==> config.mk <==
export PLATFORM = sky130hd
export DESIGN_NAME = pattern_scan_ctrl_flat
export DESIGN_NICKNAME = d
export VERILOG_FILES = /design/src/rtl/pattern_scan_pkg.sv /design/src/rtl/pattern_scan_ctrl_if.sv /design/src/rtl/pattern_matcher.sv /design/src/rtl/pattern_scan_ctrl.sv /design/src/flat_wrapper.sv
export SDC_FILE = /design/constraint.sdc
export NUM_CORES = 1
export LEC_CHECK = 0
export ABC_CLOCK_PERIOD_IN_PS = 2700
export CORE_ASPECT_RATIO = 0.5
export CORE_MARGIN = 3
export CORE_UTILIZATION = 50
export DETAILED_ROUTE_END_ITERATION = 12
export PLACE_DENSITY = 0.77
export SLEW_MARGIN = 20
export SYNTH_ARGS = -nofsm -noshare
export SYNTH_HDL_FRONTEND = slang
export SYNTH_SLANG_ARGS = --single-unit
==> constraint.sdc <==
create_clock -name clk -period 2.7 [get_ports clk]
set_clock_uncertainty 0.15 [all_clocks]
set_input_delay 0.27 -clock clk [delete_from_list [all_inputs] [get_ports clk]]
set_output_delay 0.27 -clock clk [all_outputs]
set_load 0.005 [all_outputs]
==> src/rtl/pattern_scan_pkg.sv <==
// pattern_scan_pkg: shared state encoding and end-of-scan status codes.
//   state_t   : IDLE / SCAN / DONE controller states
//   status_t  : 2-bit end reason reported on status
package pattern_scan_pkg;
   typedef enum logic [1:0] {IDLE = 2'b00, SCAN = 2'b01, DONE = 2'b10} state_t;
   typedef logic [1:0] status_t;
   localparam status_t ST_BUDGET = 2'b00;
   localparam status_t ST_LIMIT  = 2'b01;
   localparam status_t ST_ABORT  = 2'b10;
endpackage

==> src/rtl/pattern_scan_ctrl_if.sv <==
// pattern_scan_ctrl_if: host/stream bundle for pattern_scan_ctrl.
//   master drives: start, abort, pattern, budget, hit_limit, din, din_valid
//   slave drives : din_ready, busy, flag, hit_count, done, status
interface pattern_scan_ctrl_if
   import pattern_scan_pkg::*;
   #(parameter int PAT_W = 8, parameter int CNT_W = 8);
   logic             start;
   logic             abort;
   logic [PAT_W-1:0] pattern;
   logic [CNT_W-1:0] budget;
   logic [CNT_W-1:0] hit_limit;
   logic             din;
   logic             din_valid;
   logic             din_ready;
   logic             busy;
   logic             flag;
   logic [CNT_W-1:0] hit_count;
   logic             done;
   status_t          status;
   modport master (
      output start, abort, pattern, budget, hit_limit, din, din_valid,
      input  din_ready, busy, flag, hit_count, done, status
   );
   modport slave (
      input  start, abort, pattern, budget, hit_limit, din, din_valid,
      output din_ready, busy, flag, hit_count, done, status
   );
endinterface

==> src/rtl/pattern_matcher.sv <==
// pattern_matcher: sliding PAT_W-bit window with fill tracking and comparator.
//   clk, rst (sync, active-low), clr : clear window and fill count
//   shift_en, din                     : shift din into the window LSB
//   pattern                           : target, MSB compared with oldest bit
//   match                             : combinational, post-shift window hit
module pattern_matcher #(parameter int PAT_W = 8) (
   input  logic             clk,
   input  logic             rst,
   input  logic             clr,
   input  logic             shift_en,
   input  logic             din,
   input  logic [PAT_W-1:0] pattern,
   output logic             match
);
   localparam int FW = $clog2(PAT_W + 1);
   localparam logic [FW-1:0] FULL = FW'(PAT_W);
   logic [PAT_W-1:0] win, win_nxt;
   logic [FW-1:0]    fill, fill_nxt;
   always_comb begin
      win_nxt  = {win[PAT_W-2:0], din};
      fill_nxt = (fill == FULL) ? fill : fill + 1'b1;
      // Matching looks at the window as it will be after this bit, so a hit
      // is reported on the same edge that accepts the completing bit.
      match    = shift_en && (fill_nxt == FULL) && (win_nxt == pattern);
   end
   always_ff @(posedge clk)
      if (!rst || clr) begin
         win  <= '0;
         fill <= '0;
      end else if (shift_en) begin
         win  <= win_nxt;
         fill <= fill_nxt;
      end
endmodule

==> src/rtl/pattern_scan_ctrl.sv <==
// pattern_scan_ctrl: host-armed serial pattern scanner with budget/limit/abort exits.
//   clk, rst (sync, active-low)
//   bus (slave): start/abort/pattern/budget/hit_limit/din/din_valid in;
//                din_ready/busy/flag/hit_count/done/status out (all registered)
module pattern_scan_ctrl
   import pattern_scan_pkg::*;
   #(parameter int PAT_W = 8, parameter int CNT_W = 8) (
   input logic clk,
   input logic rst,
   pattern_scan_ctrl_if.slave bus
);
   state_t           state;
   logic [PAT_W-1:0] pat_q;
   logic [CNT_W-1:0] bud_q, lim_q, bit_cnt, hits_q, hits_nxt, bits_nxt;
   logic             flag_q, done_q, busy_q, ready_q;
   status_t          status_q, fin_st;
   logic             accept, match, fin;
   assign accept = (state == SCAN) && bus.din_valid;
   pattern_matcher #(.PAT_W(PAT_W)) u_match (
      .clk      (clk),
      .rst      (rst),
      .clr      ((state == IDLE) && bus.start),
      .shift_en (accept),
      .din      (bus.din),
      .pattern  (pat_q),
      .match    (match)
   );
   always_comb begin
      bits_nxt = bit_cnt + 1'b1;
      hits_nxt = (match && hits_q != '1) ? hits_q + 1'b1 : hits_q;
      // Abort wins even when a bit is accepted on the same edge; that bit
      // still counts toward hit_count.
      fin_st   = bus.abort ? ST_ABORT
               : (lim_q != '0 && hits_nxt == lim_q) ? ST_LIMIT : ST_BUDGET;
      fin      = bus.abort ||
                 (accept && ((lim_q != '0 && hits_nxt == lim_q) || bits_nxt == bud_q));
   end
   always_ff @(posedge clk)
      if (!rst) begin
         state    <= IDLE;
         pat_q    <= '0;
         bud_q    <= '0;
         lim_q    <= '0;
         bit_cnt  <= '0;
         hits_q   <= '0;
         status_q <= ST_BUDGET;
         flag_q   <= 1'b0;
         done_q   <= 1'b0;
         busy_q   <= 1'b0;
         ready_q  <= 1'b0;
      end else begin
         flag_q <= 1'b0;
         done_q <= 1'b0;
         case (state)
            IDLE: if (bus.start) begin
               pat_q    <= bus.pattern;
               bud_q    <= bus.budget;
               lim_q    <= bus.hit_limit;
               bit_cnt  <= '0;
               hits_q   <= '0;
               status_q <= ST_BUDGET;
               busy_q   <= 1'b1;
               ready_q  <= (bus.budget != '0);
               done_q   <= (bus.budget == '0);
               state    <= (bus.budget == '0) ? DONE : SCAN;
            end
            SCAN: begin
               if (accept) begin
                  bit_cnt <= bits_nxt;
                  hits_q  <= hits_nxt;
                  flag_q  <= match;
               end
               if (fin) begin
                  state    <= DONE;
                  status_q <= fin_st;
                  done_q   <= 1'b1;
                  ready_q  <= 1'b0;
               end
            end
            DONE: begin
               state  <= IDLE;
               busy_q <= 1'b0;
            end
            default: state <= IDLE;
         endcase
      end
   assign bus.din_ready = ready_q;
   assign bus.busy      = busy_q;
   assign bus.flag      = flag_q;
   assign bus.hit_count = hits_q;
   assign bus.done      = done_q;
   assign bus.status    = status_q;
endmodule

==> src/flat_wrapper.sv <==
// flat-port wrapper written by rule: the top's interface ports become plain ports
module pattern_scan_ctrl_flat import pattern_scan_pkg::*;
#(parameter int PAT_W = 8, parameter int CNT_W = 8)
  (clk, rst, bus_start, bus_abort, bus_pattern, bus_budget, bus_hit_limit, bus_din, bus_din_valid, bus_din_ready, bus_busy, bus_flag, bus_hit_count, bus_done, bus_status);
  pattern_scan_ctrl_if #(.PAT_W(PAT_W), .CNT_W(CNT_W)) bus_i ();
  input logic clk;
  input logic rst;
  input wire logic [$bits(bus_i.start)-1:0] bus_start;
  input wire logic [$bits(bus_i.abort)-1:0] bus_abort;
  input wire logic [$bits(bus_i.pattern)-1:0] bus_pattern;
  input wire logic [$bits(bus_i.budget)-1:0] bus_budget;
  input wire logic [$bits(bus_i.hit_limit)-1:0] bus_hit_limit;
  input wire logic [$bits(bus_i.din)-1:0] bus_din;
  input wire logic [$bits(bus_i.din_valid)-1:0] bus_din_valid;
  output wire logic [$bits(bus_i.din_ready)-1:0] bus_din_ready;
  output wire logic [$bits(bus_i.busy)-1:0] bus_busy;
  output wire logic [$bits(bus_i.flag)-1:0] bus_flag;
  output wire logic [$bits(bus_i.hit_count)-1:0] bus_hit_count;
  output wire logic [$bits(bus_i.done)-1:0] bus_done;
  output wire logic [$bits(bus_i.status)-1:0] bus_status;
  assign bus_i.start = bus_start;
  assign bus_i.abort = bus_abort;
  assign bus_i.pattern = bus_pattern;
  assign bus_i.budget = bus_budget;
  assign bus_i.hit_limit = bus_hit_limit;
  assign bus_i.din = bus_din;
  assign bus_i.din_valid = bus_din_valid;
  assign bus_din_ready = bus_i.din_ready;
  assign bus_busy = bus_i.busy;
  assign bus_flag = bus_i.flag;
  assign bus_hit_count = bus_i.hit_count;
  assign bus_done = bus_i.done;
  assign bus_status = bus_i.status;
  pattern_scan_ctrl #(.PAT_W(PAT_W), .CNT_W(CNT_W)) u_core (.clk(clk), .rst(rst), .bus(bus_i));
endmodule
==> metrics <==
Starting Density 0.5262; Core Footprint 0.006156 mm^2; Final #Nets 516; initial antenna violation count 0; hold_buf cts 0; Power Dens Cells 557.0 mW/mm^2; CTS Buf Count 9; share of cells above drive strength 1 0.1807; RSZ-0062 raised after global routing true; crit path cell chain inv_4, ha_4, a211o_1, a22oi_4, a31oi_1, or4b_4, or3_4, o41ai_2; Final setup viols 1; Leak 1.783 nW; min-delay worst type in2reg; crit path max fanout 5; Worst slew margin 0.6429; CP required 2.79 ns; Net Count, Synth 443; clock-pin slew on the worst setup and hold paths 0.05 ns; outcome finished with violations; Cells after Synth 409; H-tree Lvls 3; Slew @ Worst Pin 0.5338 ns; EDFF count, synth 0; Fin. Hold Viols 0; Post-Route WL 9.244 mm; Num Clock Sinks 59; global route overflow 0; antenna-violating nets left 0; drt pass-1 iters 5; Sequential cell area 0.001186 mm^2; GR Util All Layers 0.2467; IO Pins 44; floorplan row count 20; die height 62.92 um; TritonCTS clock tree yes; Fillers 482; WL/cell 16.08 um; setup ws final -0.01656 ns; crit path DAT 2.81 ns; area taken by multi-input logic gates 0.002098 mm^2; Synth Register Bits 59; number of max-cap violations 0; Syn Std Cell Area 0.003239 mm^2; Setup crit end kind flip-flop; Starting DRT DRC Count 295; Max clock buf depth 2; maximum vdd drop 0.0003386 V; I/O Buffers 43; Synth Flop Type dfxtp_1; CP peak stage delay 0.55 ns; global-route wire length before repair 14.99 mm; Setup WS pre-CTS -0.4183 ns; via count 3,319; Layout area overhead 38.05%; async set-reset flop share out of synthesis 0; reg2reg setup slack -0.02 ns; average cell area after synthesis 7.920 um^2; count of cell types in the netlist 55; period utilization 1.006; Max Clk Rate 368.1 MHz; via/cell ratio 5.772; Crit-path slowest cell or4b_4; Root Driver clkbuf_16; vias in the first global route 3,226; worst skew pair latency 0.33 ns; total power 2.491 mW; Slew Viols, Final 0; placed cell areas 0.003988 mm^2; Worst Setup Start Kind flip-flop; Final min period 2.717 ns; total die area 0.007539 mm^2; sequential share of the synthesized area 0.3646; largest net degree at the start of global routing 32; Die W 119.8 um; design area 0.004472 mm^2; DP HPWL 6.243 mm; failing checks setup timing; Ys Warns 0; residual DRC count 0; # diodes 0; gp weighted congestion 0.9296; Crit Path Category reg2reg
==> area by class of cell <==
type | instances | share of cell area
clock buffers | 15 | 0.06212
clock inverters | 1 | 0.006715
inverters | 7 | 0.006435
multi-input cells | 321 | 0.4692
flip-flops and latches | 59 | 0.2652
well taps | 88 | 0.02462
repair buffers | 84 | 0.1656
==> sequential cells by signal, summed over array words and instances, names as in the netlist <==
signal and cells:
u_core.bus.done 1, u_core.u_match.fill 4, u_core.bus.hit_count 8, u_core.bus.busy 1, u_core.bus.flag 1, u_core.bus.din_ready 1, u_core.bud_q 8, u_core.bus.status 2
u_core.pat_q 8, u_core.state 2, u_core.lim_q 8, u_core.bit_cnt 8, u_core.u_match.win 7
==> cell usage in the layout, fill, tap and decap left out, types with 12 or more instances in the layout <==
| cell type | instances |
|---|---|
| nand2_1 | 82 |
| dfxtp_1 | 57 |
| clkdlybuf4s50_1 | 42 |
| buf_4 | 41 |
| a21boi_0 | 26 |
| nor2_1 | 22 |
| a21oi_1 | 22 |
| o21ai_0 | 16 |
| xnor2_1 | 14 |
| nor2b_1 | 13 |
| nand3_1 | 12 |
==> cell usage after synthesis, types with 2 or more instances <==
cell type	count	area, um^2
a211o_1	3	26.28
a21boi_0	27	202.7
a21oi_1	22	110.1
a22o_1	2	17.52
a22oi_1	5	37.54
a31oi_1	5	31.28
and2_1	7	43.79
and3_1	8	50.05
and4_1	4	35.03
buf_2	4	20.02
clkbuf_1	16	60.06
dfxtp_1	59	1181
ha_1	4	50.05
inv_1	7	26.28
nand2_1	82	307.8
nand2b_1	4	25.02
nand3_1	12	60.06
nand3b_1	2	15.01
nand4_1	2	12.51
nor2_1	22	82.58
nor2b_1	13	81.33
nor3_1	8	40.04
nor4_1	7	43.79
nor4b_1	2	17.52
o211ai_1	5	37.54
o21a_1	4	30.03
o21ai_0	17	85.08
o22ai_1	2	12.51
o41ai_1	2	17.52
or3_1	2	12.51
or4_1	2	15.01
xnor2_1	14	122.6
xor2_1	12	105.1
==> where the power goes <==
part	internal, mW	switching [mW]	total, mW
Combinational	0.181	0.201	0.383
Clock	0.789	0.374	1.16
Sequential	0.910	0.0360	0.946
==> cells by family (layout without fill, tap and decap cells) <==
kind of cell / after synthesis / count (layout) / synth area share
xor+xnor: 27 / 27 / 0.07764
flops: 59 / 59 / 0.3646
simple gates: 182 / 182 / 0.2750
fa+ha+maj: 4 / 4 / 0.01545
compound gates: 107 / 107 / 0.2275
mux: 1 / 1 / 0.003476
buf+inv: 29 / 107 / 0.03631
==> worst paths after layout <==
path                                end  cells past startpoint                    from
setup / recovery        u_core.state[1]                      8  u_core.u_match.fill[0]
hold / removal    u_core.u_match.win[0]                      3                 bus_din
setup reg to reg        u_core.state[1]                      8  u_core.u_match.fill[0]
hold reg to reg   u_core.u_match.win[6]                      2   u_core.u_match.win[6]
==> per-stage QoR <==
stage / setup TNS (ns) / std cells / hold slack (ns) / utilization
after CTS: -0.1325 / 570 / 0.3286 / 0.7024
after global routing: -0.2689 / 575 / 0.1401 / 0.7264
final: -0.01656 / 575 / 0.1340 / 0.7264
after floorplan: 0 / 409 / 0.2560 / -
after detailed placement: -2.073 / 553 / 0.3181 / 0.6478
after global placement: -1.615 / 553 / 0.3038 / 0.6478
==> critical path, delay by kind of cell (launching register included) <==
family	cells	cell delay, ns
flip-flops	1	0.37
AND/OR/NAND/NOR	2	0.99
AO/OA/AOI/OAI	4	0.92
adder cells (fa/ha/maj)	1	0.15
buffers and inverters	1	0.04
==> metal layers <==
layer	global-route usage	share of wire
met5	0	0
met4	0.08559	0.020
met3	0.07957	0.079
met2	0.4031	0.48
met1	0.3080	0.42
==> timing repair <==
item                                    in CTS  in global routing
resized for setup                            5                 26
gates cloned                                 0                  0
pin swaps                                    5                 12
setup buffers                                1                  5
endpoints found under the setup margin       6                  6
Note: power is estimated with default switching activity, not from simulation.
